[src/rtl/cups_pkg.sv]
// Shared cup codes, capacities, goal level and sequencer types.
package cups_pkg;

  typedef enum logic [1:0] {
    CUP_L = 2'd0,
    CUP_M = 2'd1,
    CUP_S = 2'd2,
    CUP_X = 2'd3
  } cup_e;

  localparam logic [3:0] CAP_L    = 4'd12;
  localparam logic [3:0] CAP_M    = 4'd8;
  localparam logic [3:0] CAP_S    = 4'd5;
  localparam logic [3:0] GOAL_LVL = 4'd6;

  typedef enum logic [2:0] {
    IDLE, CHECK, ISSUE, SETTLE0, SETTLE1, HALT
  } seq_state_e;

  typedef struct packed {
    logic [1:0] src;
    logic [1:0] dst;
  } pour_cmd_t;

  function automatic logic [3:0] cup_cap(input logic [1:0] c);
    case (c)
      CUP_L:   return CAP_L;
      CUP_M:   return CAP_M;
      CUP_S:   return CAP_S;
      default: return 4'd0;
    endcase
  endfunction

  function automatic logic [3:0] cup_lvl(input logic [1:0] c, input logic [3:0] l,
                                         input logic [3:0] m, input logic [3:0] s);
    case (c)
      CUP_L:   return l;
      CUP_M:   return m;
      CUP_S:   return s;
      default: return 4'd0;
    endcase
  endfunction

endpackage

[src/rtl/pour_fifo.sv]
// Command FIFO: power-of-two depth, wrap-bit pointers, pushes ignored when full.
module pour_fifo #(
  parameter int DEPTH = 4,
  parameter int W     = 4
) (
  input  logic                     clock,
  input  logic                     reset_n,
  input  logic                     i_push,
  input  logic                     i_pop,
  input  logic [W-1:0]             i_wdata,
  output logic [W-1:0]             o_rdata,
  output logic                     o_full,
  output logic                     o_empty,
  output logic [$clog2(DEPTH):0]   o_cnt
);
  localparam int AW = $clog2(DEPTH);

  logic [DEPTH-1:0][W-1:0] r_mem;
  logic [AW:0]             r_wptr, r_rptr;
  logic                    w_push, w_pop;

  assign o_cnt   = r_wptr - r_rptr;
  assign o_full  = (o_cnt == (AW+1)'(DEPTH));
  assign o_empty = (r_wptr == r_rptr);
  assign w_push  = i_push && !o_full;
  assign w_pop   = i_pop && !o_empty;
  assign o_rdata = r_mem[r_rptr[AW-1:0]];

  always_ff @(posedge clock or negedge reset_n) begin
    if (!reset_n) begin
      r_mem  <= '0;
      r_wptr <= '0;
      r_rptr <= '0;
    end else begin
      if (w_push) begin
        r_mem[r_wptr[AW-1:0]] <= i_wdata;
        r_wptr                <= r_wptr + 1'b1;
      end
      if (w_pop) r_rptr <= r_rptr + 1'b1;
    end
  end

endmodule

[src/rtl/pour_sequencer.sv]
// Buffers pour commands, drops illegal ones against live cup levels, issues legal
// ones as single-cycle pulses and waits out the downstream latch+pour latency.
module pour_sequencer
  import cups_pkg::*;
#(
  parameter int DEPTH = 4,
  parameter int CNT_W = 6
) (
  input  logic             clock,
  input  logic             reset_n,
  input  logic             in_valid,
  output logic             in_ready,
  input  logic [1:0]       in_from,
  input  logic [1:0]       in_to,
  input  logic [3:0]       lvl_large,
  input  logic [3:0]       lvl_medium,
  input  logic [3:0]       lvl_small,
  input  logic             done_in,
  output logic [1:0]       from,
  output logic [1:0]       to,
  output logic             move_valid,
  output logic [CNT_W-1:0] move_count,
  output logic [CNT_W-1:0] drop_count,
  output logic             halted
);
  localparam int AW = $clog2(DEPTH);

  seq_state_e         r_state, w_nxt;
  pour_cmd_t          r_cmd, w_head;
  logic [CNT_W-1:0]   r_move_cnt, r_drop_cnt;
  logic               w_full, w_empty, w_push, w_pop, w_legal;
  logic [AW:0]        w_cnt;
  logic [3:0]         w_src_lvl, w_dst_lvl;

  assign in_ready = !w_full && (r_state != HALT);
  assign w_push   = in_valid && in_ready;

  pour_fifo #(.DEPTH(DEPTH), .W(4)) u_fifo (
    .clock   (clock),
    .reset_n (reset_n),
    .i_push  (w_push),
    .i_pop   (w_pop),
    .i_wdata ({in_from, in_to}),
    .o_rdata (w_head),
    .o_full  (w_full),
    .o_empty (w_empty),
    .o_cnt   (w_cnt)
  );

  assign w_src_lvl = cup_lvl(w_head.src, lvl_large, lvl_medium, lvl_small);
  assign w_dst_lvl = cup_lvl(w_head.dst, lvl_large, lvl_medium, lvl_small);
  assign w_legal   = (w_head.src != w_head.dst) && (w_head.src != CUP_X) &&
                     (w_head.dst != CUP_X) && (w_src_lvl != 4'd0) &&
                     (w_dst_lvl != cup_cap(w_head.dst));

  always_comb begin
    w_nxt = r_state;
    w_pop = 1'b0;
    case (r_state)
      IDLE:    if (done_in) w_nxt = HALT;
               else if (!w_empty) w_nxt = CHECK;
      // done_in wins over the head: it stays queued
      CHECK:   if (done_in) w_nxt = HALT;
               else if (w_empty) w_nxt = IDLE;
               else begin
                 w_pop = 1'b1;
                 if (w_legal) w_nxt = ISSUE;
                 else if (w_cnt > (AW+1)'(1)) w_nxt = CHECK;
                 else w_nxt = IDLE;
               end
      ISSUE:   w_nxt = done_in ? HALT : SETTLE0;
      SETTLE0: w_nxt = done_in ? HALT : SETTLE1;
      SETTLE1: w_nxt = done_in ? HALT : IDLE;
      HALT:    w_nxt = HALT;
      default: w_nxt = IDLE;
    endcase
  end

  always_ff @(posedge clock or negedge reset_n) begin
    if (!reset_n) begin
      r_state    <= IDLE;
      r_cmd      <= '0;
      r_move_cnt <= '0;
      r_drop_cnt <= '0;
    end else begin
      r_state <= w_nxt;
      if (w_pop && w_legal) begin
        r_cmd <= w_head;
        if (r_move_cnt != {CNT_W{1'b1}}) r_move_cnt <= r_move_cnt + 1'b1;
      end
      if (w_pop && !w_legal && r_drop_cnt != {CNT_W{1'b1}})
        r_drop_cnt <= r_drop_cnt + 1'b1;
    end
  end

  assign move_valid = (r_state == ISSUE);
  assign from       = move_valid ? r_cmd.src : CUP_L;
  assign to         = move_valid ? r_cmd.dst : CUP_L;
  assign halted     = (r_state == HALT);
  assign move_count = r_move_cnt;
  assign drop_count = r_drop_cnt;

endmodule

[config.mk]
export PLATFORM = sky130hd
export DESIGN_NAME = pour_sequencer
export DESIGN_NICKNAME = d
export VERILOG_FILES = /design/src/rtl/cups_pkg.sv /design/src/rtl/pour_fifo.sv /design/src/rtl/pour_sequencer.sv
export SDC_FILE = /design/constraint.sdc
export NUM_CORES = 1
export LEC_CHECK = 0
export BUFFER_PORTS_ARGS = -buffer_cell sky130_fd_sc_hd__buf_2
export CORE_MARGIN = 5
export CORE_UTILIZATION = 45
export DETAILED_ROUTE_END_ITERATION = 10
export PLACE_DENSITY_LB_ADDON = 0.08
export SYNTH_ARGS = -nofsm -noshare
export SYNTH_HDL_FRONTEND = slang
export SYNTH_SLANG_ARGS = --single-unit
[constraint.sdc]
create_clock -name clock -period 2.8 [get_ports clock]
set_input_delay 0.42 -clock clock [delete_from_list [all_inputs] [get_ports clock]]
set_output_delay 0.42 -clock clock [all_outputs]
set_load 0.01 [all_outputs]
# ---- After elaboration in Yosys (flattened, before gate mapping)
# Index checks and enable logic that the tools add are counted.
dict set report word_totals {
  latchBits 0
  ramBits 0
  n_memories 0
  romBits 0
  word_cells 82
  register_bits 41
  output_inout_bits 19
  input_bits 20
}
dict set report op_classes {
  div_mod_pow 0
  addsub 5
  mux 23
  n_shift 0
  bitwise 0
  multipliers 0
  n_reduce_logical 20
  order_cmp 4
  n_eq_ne 19
}
# operator count
set op_table {}
lappend op_table {{4-bit one-hot mux with 3 select lines} 3}
lappend op_table {{3-bit one-hot mux with 6 select lines} 1}
lappend op_table {{16-bit bitwise mux} 1}
lappend op_table {{3-bit two-way mux} 5}
lappend op_table {{6-bit by 1-bit adder with 6-bit output (second input constant)} 2}
lappend op_table {{1-bit logical AND} 12}
lappend op_table {{6-bit != test (second input constant)} 2}
lappend op_table {{3-bit == test (second input constant)} 3}
lappend op_table {{4-bit binary-select mux with 2-bit select} 1}
lappend op_table {{4-bit demux with 2-bit select} 1}
lappend op_table {{2-bit two-way mux} 4}
lappend op_table {{4-bit two-way mux} 2}
lappend op_table {{3-bit by 1-bit adder with 3-bit output (second input constant)} 2}
lappend op_table {{3-bit by 2-bit == test with 1-bit output (second input constant)} 2}
lappend op_table {{2-bit by 3-bit < comparator with 1-bit output (second input constant)} 2}
lappend op_table {{3-bit != test (second input constant)} 2}
lappend op_table {{1-bit two-way mux} 5}
lappend op_table {{2-bit by 1-bit == test with 1-bit output (second input constant)} 2}
lappend op_table {{2-bit == test (second input constant)} 2}
lappend op_table {{2-bit logical NOT} 2}
lappend op_table {{2-bit != test (second input constant)} 2}
lappend op_table {{4-bit != test} 1}
lappend op_table {{4-bit nonzero test} 1}
lappend op_table {{3-bit by 1-bit == test with 1-bit output (second input constant)} 1}
lappend op_table {{8 further kinds} 10}

# ---- Logic depth before layout (Yosys ltp)
dict set report logic_depth {
  depth_word 11
  depth_mapped 10
  ltp_nobuf 10
}

# ---- By module
# A second synthesis with hierarchy kept.
dict set report hier_totals {
  cells_unflattened 176
  area_unflattened_um2 2240.9
}
# mod area_per_inst_um2 seq_area_each_um2 n_inst cells_each
set modules_own_cells {}
lappend modules_own_cells {pour_fifo 1197.4 550.5 1 81}
lappend modules_own_cells {pour_sequencer 1043.5 475.5 1 95}

# ---- Worst setup path before layout
# OpenSTA, ideal clock, no wires.
dict set report synth_timing {
  path_type {reg-to-reg}
  start {register u_fifo.r_rptr[1]}
  end {register u_fifo.r_mem[12] (netlist bit)}
  setup_time_ns 0.128
  path_buffers 2
  path_slack_ns 0.126
  stages_incl_launch_ff 10
  arrival_time_ns 2.546
  period_less_slack_ns 2.674
  required_time_ns 2.672
  path_cell_list {dfrtp_1 -> clkbuf_1 -> inv_1 -> fa_1 -> xor2_1 -> a31oi_1 -> and2_1 -> clkbuf_1 -> nand2_1 -> mux2_1}
}
dict set report synth_between {
  elab_chain_len 6
}
# element line
set synth_lines {}
lappend synth_lines {{from (decl)} pour_fifo.sv:19} ;# logic [AW:0] r_wptr, r_rptr;
lappend synth_lines {{from (signal assigned)} pour_fifo.sv:39} ;# if (w_pop) r_rptr <= r_rptr + 1'b1;
lappend synth_lines {{3-bit subtractor} pour_fifo.sv:22} ;# assign o_cnt = r_wptr - r_rptr;
lappend synth_lines {{3-bit == test} pour_fifo.sv:23} ;# assign o_full = (o_cnt == (AW+1)'(DEPTH));
lappend synth_lines {{1-bit logical NOT} pour_sequencer.sv:35} ;# assign in_ready = !w_full && (r_state != HALT);
lappend synth_lines {{1-bit logical AND} pour_sequencer.sv:35}
lappend synth_lines {{net in_ready} pour_sequencer.sv:12} ;# output logic in_ready,
lappend synth_lines {{1-bit logical AND} pour_sequencer.sv:36} ;# assign w_push = in_valid && in_ready;
lappend synth_lines {{1-bit logical AND} pour_fifo.sv:25} ;# assign w_push = i_push && !o_full;
lappend synth_lines {{to (signal, indexed assignment)} pour_fifo.sv:36} ;# r_mem[r_wptr[AW-1:0]] <= i_wdata;
lappend synth_lines {{to (decl)} pour_fifo.sv:18} ;# logic [DEPTH-1:0][W-1:0] r_mem;
# The timed path passes the listed nets, and every way through them passes these cells.
# A chain may end at the register's enable or synchronous reset.

# ---- Worst setup path after layout
dict set report layout_timing {
  start {register u_fifo.r_rptr[1]}
  end {register r_move_cnt[1] (netlist: move_count[1])}
}
dict set report layout_between {
  elab_chain_len 9
  word_cells_on_any_way 26
  classes_between {9 x eq/ne; 8 x mux; 9 x reduce/logical}
}
# element line
set layout_lines {}
lappend layout_lines {{4-bit binary-select mux with 2-bit select} pour_fifo.sv:27} ;# assign o_rdata = r_mem[r_rptr[AW-1:0]];
lappend layout_lines {{4-bit two-way mux (implied by the code)} pour_fifo.sv:27}
lappend layout_lines {{2-bit == test (tied with other cells)} cups_pkg.sv:36} ;# case (c)
lappend layout_lines {{4-bit one-hot mux with 3 select lines / 1-bit logical AND (equally long branches)} {cups_pkg.sv:36, pour_sequencer.sv:52}}
lappend layout_lines {{4-bit nonzero test / 1-bit logical AND (equally long branches)} {pour_sequencer.sv:53, pour_sequencer.sv:52}}
lappend layout_lines {{1-bit logical AND (2 in a row)} pour_sequencer.sv:53} ;# (w_head.dst != CUP_X) && (w_src_lvl != 4'd0) &&
lappend layout_lines {{1-bit logical AND *} pour_sequencer.sv:87} ;# if (w_pop && w_legal) begin
lappend layout_lines {{2-bit AND reduction (no line) *} --}
lappend layout_lines {{to (signal assigned)} pour_sequencer.sv:89} ;# if (r_move_cnt != {CNT_W{1'b1}}) r_move_cnt <= r_move_cnt + 1'b1;
lappend layout_lines {{to (decl)} pour_sequencer.sv:30} ;# logic [CNT_W-1:0] r_move_cnt, r_drop_cnt;
# Mark *: on every way between the ends. The rest lies on a longest branch, timed or not. The select of a mux whose other input is x is not followed.

==> impl_metrics.json <==
{
  "ys_types": 41,
  "syn_area_um2": 2243,
  "grt_pass1_vias": 1677,
  "worstPathRequired_ns": 2.97,
  "placementRows": 25,
  "cts_buffer_depth": 2,
  "max-slew-margin-rel_pct": 39.31,
  "grt_max_degree": 42,
  "grt-ovfl-total": 0,
  "finalWirelength_mm": 4.729,
  "finalHoldViolations": 0,
  "post_cts_buffers": 0,
  "cp_max_fo": 15,
  "synth_cells": 186,
  "status": "finished clean",
  "timing.final.crit_share_pct": 93.86,
  "power_uw": 2650,
  "cts_buffers": 5,
  "criticalPathCategory": "flop to flop",
  "syn-num-nets": 216,
  "detail_route.vias_per_cell": 5.380,
  "finalClockSkew_ns": 0.003453,
  "post-synth-top-area-cell": "dfrtp_1",
  "fin_crit_ns": 2.628,
  "drive_gt1_share_pct": 36.09,
  "cts_hold_buf": 0,
  "clk_pin_slew_ns": 0.08,
  "finalMaxSlewViolations": 0,
  "drtPass1Iterations": 4,
  "gp_congestion": 0.7388,
  "hp-class": "primary input to async pin",
  "die_w_um": 80.61,
  "core_area_um2": 4786,
  "yosysSeqAreaShare_pct": 45.73,
  "num_vias": 1598,
  "drt_iter0_markers": 45,
  "synth_top_area_share_pct": 45.73,
  "startpoint_type": "flop",
  "endpoint_kind": "flop",
  "fin_util_pct": 54.77,
  "fmax_mhz": 380.5,
  "yosysWarnings": 0,
  "start_util_pct": 46.88,
  "cts_tree": "yes",
  "dp_hpwl_mm": 3.671,
  "post-route-drc-count": 0,
  "irDropWorstVdd_mv": 0.4854,
  "antenna_found_initial": 0,
  "die_h_um": 80.61,
  "clk_latency_ns": 0.29,
  "routedWlPerCell_um": 15.92,
  "final_nets": 260,
  "final_cell_area_um2": 2621,
  "synth_seq_cells": 41,
  "cap_violations": 0,
  "h-tree-depth": 2,
  "postRouteAntennaNets": 0,
  "worst_pin_slew_ns": 0.9104,
  "cts.sinks": 41,
  "cts_root_buf": "clkbuf_8",
  "pin_count": 39,
  "syn2layout_area_growth_pct": 16.84,
  "power_density_nw_per_um2": 1011,
  "tns_ns": 0,
  "netlist_top_cells_area": "dfrtp_1, mux2_2, ha_1",
  "leakage_uw": 0.001257,
  "worst_slack_ns": 0.1718,
  "avgSynthCellArea_um2": 12.06,
  "dpl_cell_area_um2": 2510,
  "grt_use_total_pct": 15.72,
  "die_area_um2": 6497,
  "grt_pass1_wl_mm": 7.831,
  "fill_cells": 433,
  "num_antenna_cells": 0,
  "finalSetupViolCount": 0,
  "post_cts_resize_count": 0,
  "dp_slack_ns": 0.05589,
  "io_buffers": 38,
  "cp_data_arrival_time_ns": 2.80
}
==> Yosys cell counts (all sizes together) <==
| master | instances |
|---|---|
| or4 | 1 |
| nand3 | 7 |
| or4b | 1 |
| nor4 | 5 |
| ha | 9 |
| nor4bb | 1 |
| inv | 6 |
| fa | 1 |
| a2111oi | 2 |
| o22ai | 1 |
| o21ai | 8 |
| nand2b | 2 |
| dfrtp | 41 |
| xor2 | 4 |
| and2 | 7 |
| nor4b | 1 |
| clkbuf | 2 |
| nor3b | 3 |
| nor2b | 2 |
| mux2 | 25 |
| a31oi | 3 |
| and3 | 4 |
| mux4 | 4 |
| and3b | 2 |
| a21o | 1 |
| nor2 | 6 |
| and4b | 3 |
| nor3 | 4 |
| a21oi | 3 |
| nand4 | 2 |
| nand2 | 11 |
| a32oi | 1 |
| a22oi | 1 |
| xnor2 | 10 |
| buf | 2 |
==> cells in the final DEF (no fill, tap or decap), types with 3 or more instances in the layout <==
master,netlist,final
dfrtp_1,41,40
buf_2,0,38
mux2_2,20,20
nand2_1,11,11
xnor2_1,10,10
ha_1,9,9
o21ai_0,8,8
nand3_1,7,7
inv_1,6,6
and2_1,6,6
nor2_1,5,5
mux2_1,5,5
clkbuf_8,0,5
xor2_1,4,4
and3_1,4,4
mux4_2,4,4
nor3_1,4,4
nor4_1,3,3
a21oi_1,3,3
and4b_1,3,3
buf_4,0,3
==> logic make-up after synthesis <==
| kind of cell | count (synthesis) | share of synthesized area, % |
|---|---|---|
| xor gates and xnor gates | 14 | 5.465 |
| AOI/OAI and AO/OA | 20 | 6.247 |
| muxes | 29 | 16.56 |
| buffers and inverters | 10 | 2.342 |
| and+or+nand+nor | 62 | 17.74 |
| DFF | 41 | 45.73 |
| adders and majority gates | 10 | 5.912 |
==> critical path: stages, from the launching register on <==
cell     delay (ns)
dfrtp_1        0.62
inv_1          0.15
ha_1           0.32
nand3_1        0.14
nand3_1        0.30
buf_4          0.28
nor3_1         0.34
mux2_1         0.36
==> final timing paths <==
kind / from / depth (start not counted) / slack (ns) / end
setup reg to reg: u_fifo.r_rptr[1] / 7 / 0.17 / move_count[1]
max in group asynchronous: reset_n / 1 / 1.92 / u_fifo.r_rptr[0]
setup / recovery: u_fifo.r_rptr[1] / 7 / 0.17 / move_count[1]
hold reg to reg: u_fifo.r_wptr[2] / 1 / 0.50 / u_fifo.r_wptr[2]
min in group clock: in_to[0] / 2 / 0.40 / u_fifo.r_mem[12]
hold / removal: reset_n / 1 / 0.26 / u_fifo.r_rptr[2]
==> through the flow <==
| stage | std cells | hold slack [ns] |
|---|---|---|
| after floorplan | 186 | 0.1244 |
| after global placement | 290 | 0.4801 |
| after detailed placement | 290 | 0.4885 |
| after CTS | 297 | 0.2930 |
| after global routing | 297 | 0.3475 |
| final | 297 | 0.2610 |
==> report_power, final <==
part | switching (uW) | internal (uW)
Sequential | 230 | 802
Combinational | 600 | 566
Clock | 193 | 259
Total | 1020 | 1630
==> layout make-up <==
type / count / area, um2 / area share, %
Clock buffer: 5 / 68.82 / 2.625
Tap cell: 67 / 83.83 / 3.198
Multi-Input combinational cell: 135 / 1171 / 44.68
Clock inverter: 2 / 35.03 / 1.337
Sequential cell: 41 / 1027 / 39.19
Timing Repair Buffer: 41 / 212.7 / 8.115
Inverter: 6 / 22.52 / 0.8592
==> registers in the layout, indices dropped and copies added (netlist names) <==
signal         cells
u_fifo.r_mem      16
drop_count         6
move_count         6
u_fifo.r_rptr      3
u_fifo.r_wptr      3
r_cmd              4
r_state            3
==> layer usage <==
layer | global-route usage (%) | wire [um] | share of wire, % | up-vias
met5 | 0 | 0 | 0 | -
met4 | 6.081 | 80 | 1.7 | 0
met3 | 3.700 | 235 | 5.0 | 6
met2 | 25.99 | 2253 | 48 | 41
met1 | 19.80 | 2160 | 46 | 784
li1 | - | - | - | 767
Power figures use the tool's default switching activity.
